### src/rtl/frame_capture5.sv
// ---------------------------------------------------------------------------
// frame_capture5 -- serial-to-parallel capture stage feeding the 5-input code
// classifier. A frame is requested with start, then NBITS data bits arrive MSB
// first, one per bit_vld strobe. The completed code is committed to word_out
// (word_out[4]=A ... word_out[0]=E for NBITS=5) with a one-cycle word_vld pulse.
// word_out only ever changes on a commit (or on reset), so the classifier never
// sees partial data.
//
// Optional feature (compile-time macro PARITY_CHECK_EN):
//   defined   -> one extra even-parity bit follows the data bits (state PAR);
//                a parity failure pulses frame_err instead of committing.
//   undefined -> no PAR state, no parity bit; frame_err means timeout only.
//
// Parameters
//   NBITS    data bits per frame (2..16)
//   TIMEOUT  strobe-less cycles tolerated in SHIFT/PAR before the frame dies
//
// Ports
//   clk        in   rising-edge clock
//   reset      in   synchronous, active-high reset
//   start      in   frame start request, sampled only in IDLE
//   bit_vld    in   serial bit strobe; ser_in valid in the same cycle
//   ser_in     in   serial data, MSB first
//   abort      in   drop the current frame, back to IDLE
//   word_out   out  last committed word
//   word_vld   out  1-cycle pulse in the cycle word_out takes a new value
//   busy       out  high while a frame is being shifted in (SHIFT/PAR)
//   frame_err  out  1-cycle pulse on timeout or parity failure
//   dbg_state  out  current FSM state encoding, for observation only
//
// Handshake: a bit is consumed in every SHIFT/PAR cycle where bit_vld=1 and no
// higher-priority event (reset > abort > timeout) occurs; there is no ready,
// strobes outside SHIFT/PAR are simply dropped. word_vld/frame_err are
// single-cycle pulses with no back-pressure.
// ---------------------------------------------------------------------------
module frame_capture5 #(
  parameter int NBITS   = 5,
  parameter int TIMEOUT = 15
) (
  input  logic             clk,
  input  logic             reset,
  input  logic             start,
  input  logic             bit_vld,
  input  logic             ser_in,
  input  logic             abort,
  output logic [NBITS-1:0] word_out,
  output logic             word_vld,
  output logic             busy,
  output logic             frame_err,
  output logic [1:0]       dbg_state
);

  localparam int CW = $clog2(NBITS + 1);
  localparam int TW = $clog2(TIMEOUT + 1);

  localparam logic [CW-1:0] LAST_CNT  = CW'(NBITS - 1);
  localparam logic [TW-1:0] TIMER_MAX = TW'(TIMEOUT);

`ifdef PARITY_CHECK_EN
  typedef enum logic [1:0] {
    S_IDLE   = 2'd0,
    S_SHIFT  = 2'd1,
    S_PAR    = 2'd2,
    S_COMMIT = 2'd3
  } state_t;
`else
  typedef enum logic [1:0] {
    S_IDLE   = 2'd0,
    S_SHIFT  = 2'd1,
    S_COMMIT = 2'd3
  } state_t;
`endif

  state_t           state_q;
  logic [NBITS-1:0] shreg_q;
  logic [CW-1:0]    cnt_q;
  logic [TW-1:0]    timer_q;
  logic [NBITS-1:0] word_q;
  logic             word_vld_q;
  logic             frame_err_q;

  // Shift register value after accepting the current ser_in bit.
  logic [NBITS-1:0] shreg_d;
  assign shreg_d = {shreg_q[NBITS-2:0], ser_in};

  always_ff @(posedge clk) begin
    if (reset) begin
      state_q     <= S_IDLE;
      shreg_q     <= '0;
      cnt_q       <= '0;
      timer_q     <= '0;
      word_q      <= '0;
      word_vld_q  <= 1'b0;
      frame_err_q <= 1'b0;
    end else begin
      word_vld_q  <= 1'b0;
      frame_err_q <= 1'b0;
      case (state_q)
        S_IDLE: begin
          if (start && !abort) begin
            state_q <= S_SHIFT;
            shreg_q <= '0;
            cnt_q   <= '0;
            timer_q <= '0;
          end
        end

        S_SHIFT: begin
          if (abort) begin
            state_q <= S_IDLE;
          end else if (timer_q == TIMER_MAX) begin
            // Timeout outranks a strobe arriving in the same cycle.
            frame_err_q <= 1'b1;
            state_q     <= S_IDLE;
          end else if (bit_vld) begin
            shreg_q <= shreg_d;
            cnt_q   <= cnt_q + 1'b1;
            timer_q <= '0;
            if (cnt_q == LAST_CNT) begin
`ifdef PARITY_CHECK_EN
              state_q <= S_PAR;
`else
              // Commit on the same edge as the last bit so word_out and
              // word_vld are visible in the COMMIT cycle (one cycle after
              // the final strobe).
              word_q     <= shreg_d;
              word_vld_q <= 1'b1;
              state_q    <= S_COMMIT;
`endif
            end
          end else begin
            // Stops at TIMER_MAX because the timeout branch above fires first.
            timer_q <= timer_q + 1'b1;
          end
        end

`ifdef PARITY_CHECK_EN
        S_PAR: begin
          if (abort) begin
            state_q <= S_IDLE;
          end else if (timer_q == TIMER_MAX) begin
            frame_err_q <= 1'b1;
            state_q     <= S_IDLE;
          end else if (bit_vld) begin
            // Even parity over data plus parity bit.
            if ((^{shreg_q, ser_in}) == 1'b0) begin
              word_q     <= shreg_q;
              word_vld_q <= 1'b1;
              state_q    <= S_COMMIT;
            end else begin
              frame_err_q <= 1'b1;
              state_q     <= S_IDLE;
            end
          end else begin
            timer_q <= timer_q + 1'b1;
          end
        end
`endif

        S_COMMIT: begin
          state_q <= S_IDLE;
        end

        default: begin
          state_q <= S_IDLE;
        end
      endcase
    end
  end

  assign word_out  = word_q;
  assign word_vld  = word_vld_q;
  assign frame_err = frame_err_q;
  assign dbg_state = state_q;

`ifdef PARITY_CHECK_EN
  assign busy = (state_q == S_SHIFT) || (state_q == S_PAR);
`else
  assign busy = (state_q == S_SHIFT);
`endif

endmodule
### config.mk
export PLATFORM = sky130hd
export DESIGN_NAME = frame_capture5
export DESIGN_NICKNAME = d
export VERILOG_FILES = /design/src/rtl/frame_capture5.sv
export SDC_FILE = /design/constraint.sdc
export NUM_CORES = 1
export LEC_CHECK = 0
export ABC_AREA = 1
export CAP_MARGIN = 20
export CORE_MARGIN = 2
export CORE_UTILIZATION = 54
export DETAILED_ROUTE_END_ITERATION = 7
export HOLD_SLACK_MARGIN = 0.12
export PLACE_DENSITY = 0.91
export SYNTH_ARGS = -nofsm -noshare
export SYNTH_HDL_FRONTEND = slang
export SYNTH_SLANG_ARGS = --single-unit
### constraint.sdc
create_clock -name clk -period 3.7 [get_ports clk]
set_clock_uncertainty 0.2 [all_clocks]
set_input_delay 0.74 -clock clk [delete_from_list [all_inputs] [get_ports clk]]
set_output_delay 0.74 -clock clk [all_outputs]
set_load 0.1 [all_outputs]
* Word level (Yosys, flattened, before mapping) *
Index checks and enable logic that the tools add are counted.
W data, S select, Z words.

storage, ports and cells
  bits in registers = 20
  input port bits = 6
  output and inout bits = 10
  logic and storage cells = 55

cells by class
  add/subtract/negate cells = 2
  equal/unequal tests = 9
  mux-type cells = 23
  bitwise operators = 4
  reduce and logical (&&, ||, !) cells = 10

operators by type and width
  cell                   number
  $mux W4                8
  $pmux W4 S2            2
  $mux W3                4
  $mux W2                5
  $reduce_and A5 Y1      2
  $ne A2 B2 Y1 const B   4
  $pmux W3 S2            1
  $reduce_or A5 Y1       1
  $add A4 B1 Y4 const B  1
  $eq A4 B4 Y1 const B   1
  $ne A4 B2 Y1 const B   1
  $ne A4 B3 Y1 const B   1
  $not A1 Y1             4
  $pmux W2 S2            1
  $reduce_and A4 Y1      1
  $add A3 B1 Y3 const B  1
  $eq A3 B3 Y1 const B   1
  $reduce_and A3 Y1      1
  $reduce_or A3 Y1       1
  $eq A2 B1 Y1 const B   1
  $logic_not A2 Y1       1
  $mux W1                2
  $reduce_bool A2 Y1     1
  $logic_and A1 B1 Y1    1
  $logic_not A1 Y1       1

* Longest topological paths before layout *
Gate-level depths: netlist of the first run.

  word-level depth = 6
  gate-level depth with buffers = 9
  depth with buffers taken out = 8

* Worst setup path before layout of the first run *
Ideal clock, no wire load.

  path type = reg-to-output
  start point = register state_q[1] (netlist: dbg_state[1])
  end point = output busy
  arrival = 1,488 ps
  required time = 2,760 ps
  setup slack = 1,272 ps
  stages on the path, launching flop included = 4
  path buffers = 0
  cell sequence = dfxtp_1 -> inv_2 -> nand2_2 -> clkinv_4

between the ends
  cells in the longest elaborated chain, start to end = 1

ends and longest elaborated chain
  item                      RTL line  source
  start: declaration        74        state_t state_q;
  start signal: assignment  88        state_q <= S_IDLE;
  start signal: assignment  101       state_q <= S_SHIFT;
  start signal: assignment  110       state_q <= S_IDLE;
  $eq A2 B1 Y1              179       assign busy = (state_q == S_SHIFT);
  end: declaration          48        output logic busy,

Every way passes these cells.

* Worst setup path after layout of the first run *
  start point = register state_q[1] (netlist: dbg_state[1])
  end point = output dbg_state[1]

RTL lines
  item              RTL line  source
  end: declaration  50        output logic [1:0] dbg_state

No word-level cell between the ends.

==> results of run 1 <==
==> sequential cells by signal, summed over array words and instances (netlist names) <==
name       count
word_out       5
shreg_q        4
cnt_q          3
word_vld       1
dbg_state      2
frame_err      1
timer_q        4
==> report_power, final <==
group / total, W / internal [W] / switching, W
combinational: 0.0000441 / 0.0000140 / 0.0000301
sequential: 0.000223 / 0.000219 / 0.00000417
clock: 0.000172 / 0.000110 / 0.0000627
total: 0.000440 / 0.000343 / 0.0000970
==> worst min-delay path by stage <==
stage | endpoint | depth (start not counted)
detailed placement | shreg_q[3] | 2
CTS | shreg_q[2] | 2
floorplan | shreg_q[3] | 2
global route | shreg_q[2] | 2
finish | shreg_q[2] | 2
global placement | shreg_q[3] | 2
==> Yosys cell counts, types with 2 or more instances <==
library cell	instances
dfxtp_1	20
nand2_1	24
nand4_2	2
nand2_2	2
buf_6	2
nor2_1	25
o21ai_1	4
nand4_1	2
a21oi_1	3
inv_1	11
o21ai_0	3
nand3_1	16
ha_1	3
==> final cells by class <==
cell class	count	area [sq um]	share of cell area
clock inverters	1	30.0	0.0270
clock buffers	3	22.5	0.0203
inverters	14	57.6	0.0518
flip-flops and latches	20	400	0.360
well taps	17	21.3	0.0191
multi-input cells	89	434	0.391
repair buffers	15	145	0.131
==> kinds of logic after synthesis <==
family	after synthesis
AO/OA/AOI/OAI	10
XOR/XNOR	1
adder cells (fa/ha/maj)	3
buffers and inverters	18
flip-flops	20
AND/OR/NAND/NOR	75
==> metal layers <==
metal | share of wire | wire length, microns | vias up
met2 | 0.49 | 806 | 25
met5 | 0 | 0 | -
li1 | - | - | 436
met1 | 0.44 | 732 | 344
met4 | 0.013 | 21 | 0
met3 | 0.059 | 97 | 4
==> through the flow <==
stage                     power, W  setup slack [ns]  cell area (sq um)  hold slack [ns]   util
final                     0.000440             0.975               1110            0.300  0.665
after global routing      0.000460             0.915               1110            0.338  0.665
after CTS                 0.000446             0.956               1110            0.299  0.665
after detailed placement  0.000272              1.26               1060            0.276  0.634
after global placement    0.000271              1.30               1060            0.272  0.634
after floorplan           0.000263              1.27                933            0.250      -
==> flow_metrics.py, run 1 <==
metrics = {
    "placed_design": {
        "dp.cells": 155,
        "place.gp.congestion": 0.818,
        "hpwl_microns": 1230,
        "io_buffers": 15,
    },
    "final_layout": {
        "nFillCells": 150,
        "antenna_cells": 0,
        "mostFrequentLayoutCells": "nor2_1 (25), nand2_1 (24), dfxtp_1 (20), nand3_1 (16), clkdlybuf4s50_1 (13)",
        "areaGrowthSynthToFinish_pct": 19.0,
        "drive_above_1_share": 0.0986,
        "stdcell_count": 159,
        "final_common_cell": "nor2_1",
        "fin_nets": 152,
    },
    "synth": {
        "syn_avg_cell_area_sq_um": 7.35,
        "synth_top_cell_by_area": "dfxtp_1",
        "ys_ff_latch": 20,
        "async_flop_share": 0,
        "muxShareOfSynthArea": 0,
        "ys_warn_count": 0,
        "synth_nets": 136,
        "synth_compound_area_frac": 0.0536,
        "syn_area_sq_um": 933,
        "synth_fa_ha_area_frac": 0.0402,
        "synth_edf_count": 0,
        "synth_top_area_share": 0.429,
        "synth_xor_xnor_area_share": 0.00938,
        "synth.distinct_cells": 23,
        "yosysSeqAreaShare": 0.429,
        "synth.area.top_cells": "dfxtp_1 (43%), nor2_1 (10%), nand2_1 (9.7%)",
        "postSynthCellCount": 127,
        "ys.flop_type": "dfxtp_1",
        "synth_top_family_by_area": "simple AND/OR/NAND/NOR gates",
        "synth_simple_gate_area_frac": 0.362,
    },
    "global_routing": {
        "grt_pass1_vias": 706,
        "grt_antenna_before_repair": 0,
        "grt_pass1_wl_microns": 2980,
        "grt_max_degree": 19,
        "grt_use_met2": 0.301,
        "met3_usage": 0.0476,
        "busiest_layer": "met2",
        "overflow": 0,
        "grt_use_met1": 0.265,
        "track_usage": 0.195,
    },
    "worst_setup_path": {
        "crit_cells": 1,
        "end_kind": "output pin",
        "arrival_ns": 1.78,
        "r2r_start": "timer_q[0]",
        "path_buf_inv": 1,
        "slowest_stage": "clkdlybuf4s50_1",
        "worstRegToRegCells": 5,
        "cpPeakStageDelay_ns": 1.13,
        "path_delay_family": "buffers and inverters",
        "critPathCapture": "dbg_state[1]",
        "timing.critical_path.required_ns": 2.76,
        "crit_chain": "clkdlybuf4s50_1",
        "r2r_setup_slack_ns": 2.07,
        "path_class": "reg2out",
        "r2r_end": "cnt_q[0]",
        "cp_max_fo": 2,
        "critical_path.startpoint": "dbg_state[1]",
        "crit_path_start_kind": "register",
    },
    "drt": {
        "drtPass1Iterations": 4,
        "wire_per_inst_microns": 10.4,
        "ant_nets": 0,
        "via_per_inst": 5.09,
        "via_count": 809,
        "drt_first_iter_violations": 13,
        "route.detailed.drc": 0,
        "wl_microns": 1660,
    },
    "sta": {
        "final.min_clock_period_ns": 2.72,
        "hold_viol": 0,
        "setup_tns_ns": 0,
        "rsz0062_at_grt": "false",
        "slew_viol_final": 0,
        "setup_violations": 0,
        "tightest_slew_ns": 0.974,
        "post-route-period-util": 0.736,
        "max_clock_freq_mhz": 367,
        "slew_headroom": 0.349,
    },
    "run": {
        "drv_cap": 0,
    },
    "floorplan": {
        "die-area_sq_um": 2080,
        "pin_count": 16,
        "die_y_microns": 45.6,
        "rows": 15,
        "core_area_sq_um": 1670,
        "start_util": 0.559,
        "die_x_microns": 45.6,
    },
    "power_and_ir_drop": {
        "peakVddDrop_mv": 0.417,
        "p_leak_nw": 0.479,
        "pwr_density_cell_nw_per_um2": 396,
    },
    "clock_tree": {
        "ctsRootBufferMaster": "clkbuf_4",
        "clk_pin_slew_ns": 0.11,
        "worstSkewPairLatency_ns": 0.30,
        "numCtsBuffers": 3,
        "hold_buffers": 0,
        "cts-root-to-sink-buffers": 2,
        "h-tree-depth": 1,
        "cts.sinks": 20,
        "post_cts_resize_count": 0,
        "cts_setup_buffers": 0,
        "cts_tree": "built",
    },
    "hold_path": {
        "hp-class": "reg2reg",
        "hold_start": "shreg_q[1]",
    },
    "status": {
        "run_status": "completed",
    },
}
Note: power is estimated with default switching activity, not from simulation.
==> run 2, diff against run 1 <==
CORE_UTILIZATION = 50   (was 54)
PLACE_DENSITY = 0.86   (was 0.91)
clock period = 2.6 ns   (was 3.7 ns; I/O delays follow)
==> run 2 against run 1 <==
Net effect: critical path type unchanged; count of clock-buffer cells in the layout did not move; register-to-register slack lost 1.1 ns; largest cell class unchanged; cell count is 5.0% higher; sequential share of layout area up 0.33 points.
==> flow_metrics.py, run 2 (synthesis gave the netlist of run 1 again) <==
metrics = {
    "clock_tree": {
        "cts-root-to-sink-buffers": 2,
        "clk_pin_slew_ns": 0.12,
        "worstSkewPairLatency_ns": 0.30,
        "hold_buffers": 0,
        "ctsRootBufferMaster": "clkbuf_4",
        "h-tree-depth": 1,
        "cts_tree": "built",
        "cts.sinks": 20,
        "numCtsBuffers": 3,
        "cts_setup_buffers": 0,
        "post_cts_resize_count": 0,
    },
    "drt": {
        "via_count": 832,
        "wl_microns": 1780,
        "wire_per_inst_microns": 10.7,
        "route.detailed.drc": 0,
        "drt_first_iter_violations": 20,
        "via_per_inst": 4.98,
        "ant_nets": 0,
        "drtPass1Iterations": 4,
    },
    "final_layout": {
        "stdcell_area_sq_um": 1100,
        "multi_input_area_sq_um": 434,
        "nFillCells": 149,
        "fin_nets": 152,
        "stdcell_count": 167,
        "areaGrowthSynthToFinish_pct": 18.0,
        "seqCellArea_sq_um": 400,
        "antenna_cells": 0,
        "utilization": 0.631,
        "drive_above_1_share": 0.155,
        "final_common_cell": "nor2_1",
        "largest_register_ffs": 5,
        "mostFrequentLayoutCells": "nor2_1 (25), nand2_1 (24), dfxtp_1 (20), nand3_1 (16), inv_1 (11)",
    },
    "worst_setup_path": {
        "crit_cells": 3,
        "slowest_stage": "dfxtp_1",
        "cp_max_fo": 8,
        "r2r_start": "timer_q[0]",
        "path_delay_family": "flip-flops",
        "critical_path.startpoint": "dbg_state[0]",
        "r2r_setup_slack_ns": 0.98,
        "path_buf_inv": 2,
        "end_kind": "output pin",
        "arrival_ns": 1.28,
        "worstRegToRegCells": 5,
        "crit_path_start_kind": "register",
        "critPathCapture": "busy",
        "r2r_end": "cnt_q[0]",
        "path_class": "reg2out",
        "cpPeakStageDelay_ns": 0.45,
        "timing.critical_path.required_ns": 1.88,
        "crit_chain": "nand2_2 > clkinv_4 > buf_4",
    },
    "power_and_ir_drop": {
        "power_w": 0.000632,
        "pwr_density_cell_nw_per_um2": 574,
        "p_leak_nw": 0.495,
        "peakVddDrop_mv": 0.328,
    },
    "placed_design": {
        "place.gp.congestion": 0.866,
        "io_buffers": 15,
        "hpwl_microns": 1250,
        "dp.cells": 163,
        "dpl_cell_area_sq_um": 1050,
    },
    "global_routing": {
        "overflow": 0,
        "grt_pass1_wl_microns": 2750,
        "track_usage": 0.177,
        "grt_max_degree": 19,
        "grt_antenna_before_repair": 0,
        "grt_pass1_vias": 666,
    },
    "sta": {
        "setup_violations": 0,
        "slew_viol_final": 0,
        "rsz0062_at_grt": "false",
        "tightest_slew_ns": 0.427,
        "final.min_clock_period_ns": 2.00,
        "slew_headroom": 0.714,
        "hold_viol": 0,
        "max_clock_freq_mhz": 499,
        "post-route-period-util": 0.770,
        "setup_tns_ns": 0,
    },
    "floorplan": {
        "core_area_sq_um": 1750,
        "rows": 15,
        "die_y_microns": 47.2,
        "die_x_microns": 47.2,
        "start_util": 0.535,
        "die-area_sq_um": 2230,
        "pin_count": 16,
    },
    "hold_path": {
        "hp-class": "reg2reg",
    },
    "status": {
        "run_status": "completed",
    },
    "run": {
        "drv_cap": 0,
    },
}
[run 2: cell count changes in the layout (fill, tap and decap cells not counted), sizes merged]
cell	previous run	this run
clkdlybuf4s50	13	5
buf	2	10
[run 2: area by class of cell]
class	count	share of cell area
clock buffers	3	0.0205
clock inverters	1	0.0273
inverters	14	0.0523
multi-input cells	89	0.394
flip-flops and latches	20	0.364
well taps	25	0.0284
repair buffers	15	0.114
[run 2: worst min path at each step]
stage,start,to,slack [ns],depth (start not counted)
4_1_cts,shreg_q[1],shreg_q[1],0.30,2
3_5_place_dp,shreg_q[1],shreg_q[1],0.28,2
6_report,shreg_q[0],shreg_q[1],0.30,2
3_3_place_gp,shreg_q[3],shreg_q[3],0.26,2
5_1_grt,shreg_q[1],shreg_q[1],0.33,2
2_1_floorplan,shreg_q[3],shreg_q[3],0.25,2
[run 2: layer usage]
layer  track usage  share of wire  wire [microns]  vias to the layer above
li1              -              -               -                      434
met4         0.117          0.019              34                        0
met2         0.268           0.48             854                       18
met3        0.0231          0.042              74                        2
met1         0.234           0.46             817                      378
met5             0              0               0                        -
[run 2: worst reg2reg max path, delay by kind of cell (launching register included)]
kind,cells,cell delay (ns)
adder cells (fa/ha/maj),1,0.25
flip-flops,1,0.36
AO/OA/AOI/OAI,1,0.23
AND/OR/NAND/NOR,3,0.49
[run 2: power by group]
group / total, W / leakage [nW] / internal [W] / switching [W]
Clock: 0.000250 / 0.0279 / 0.000156 / 0.0000941
Combinational: 0.0000643 / 0.306 / 0.0000200 / 0.0000443
Sequential: 0.000318 / 0.162 / 0.000312 / 0.00000588
[run 2: per-stage QoR]
step | hold slack (ns) | worst slack (ns)
global route | 0.327 | 0.536
floorplan | 0.250 | 0.357
global placement | 0.262 | 0.433
detailed placement | 0.285 | 0.413
finish | 0.298 | 0.598
CTS | 0.302 | 0.588
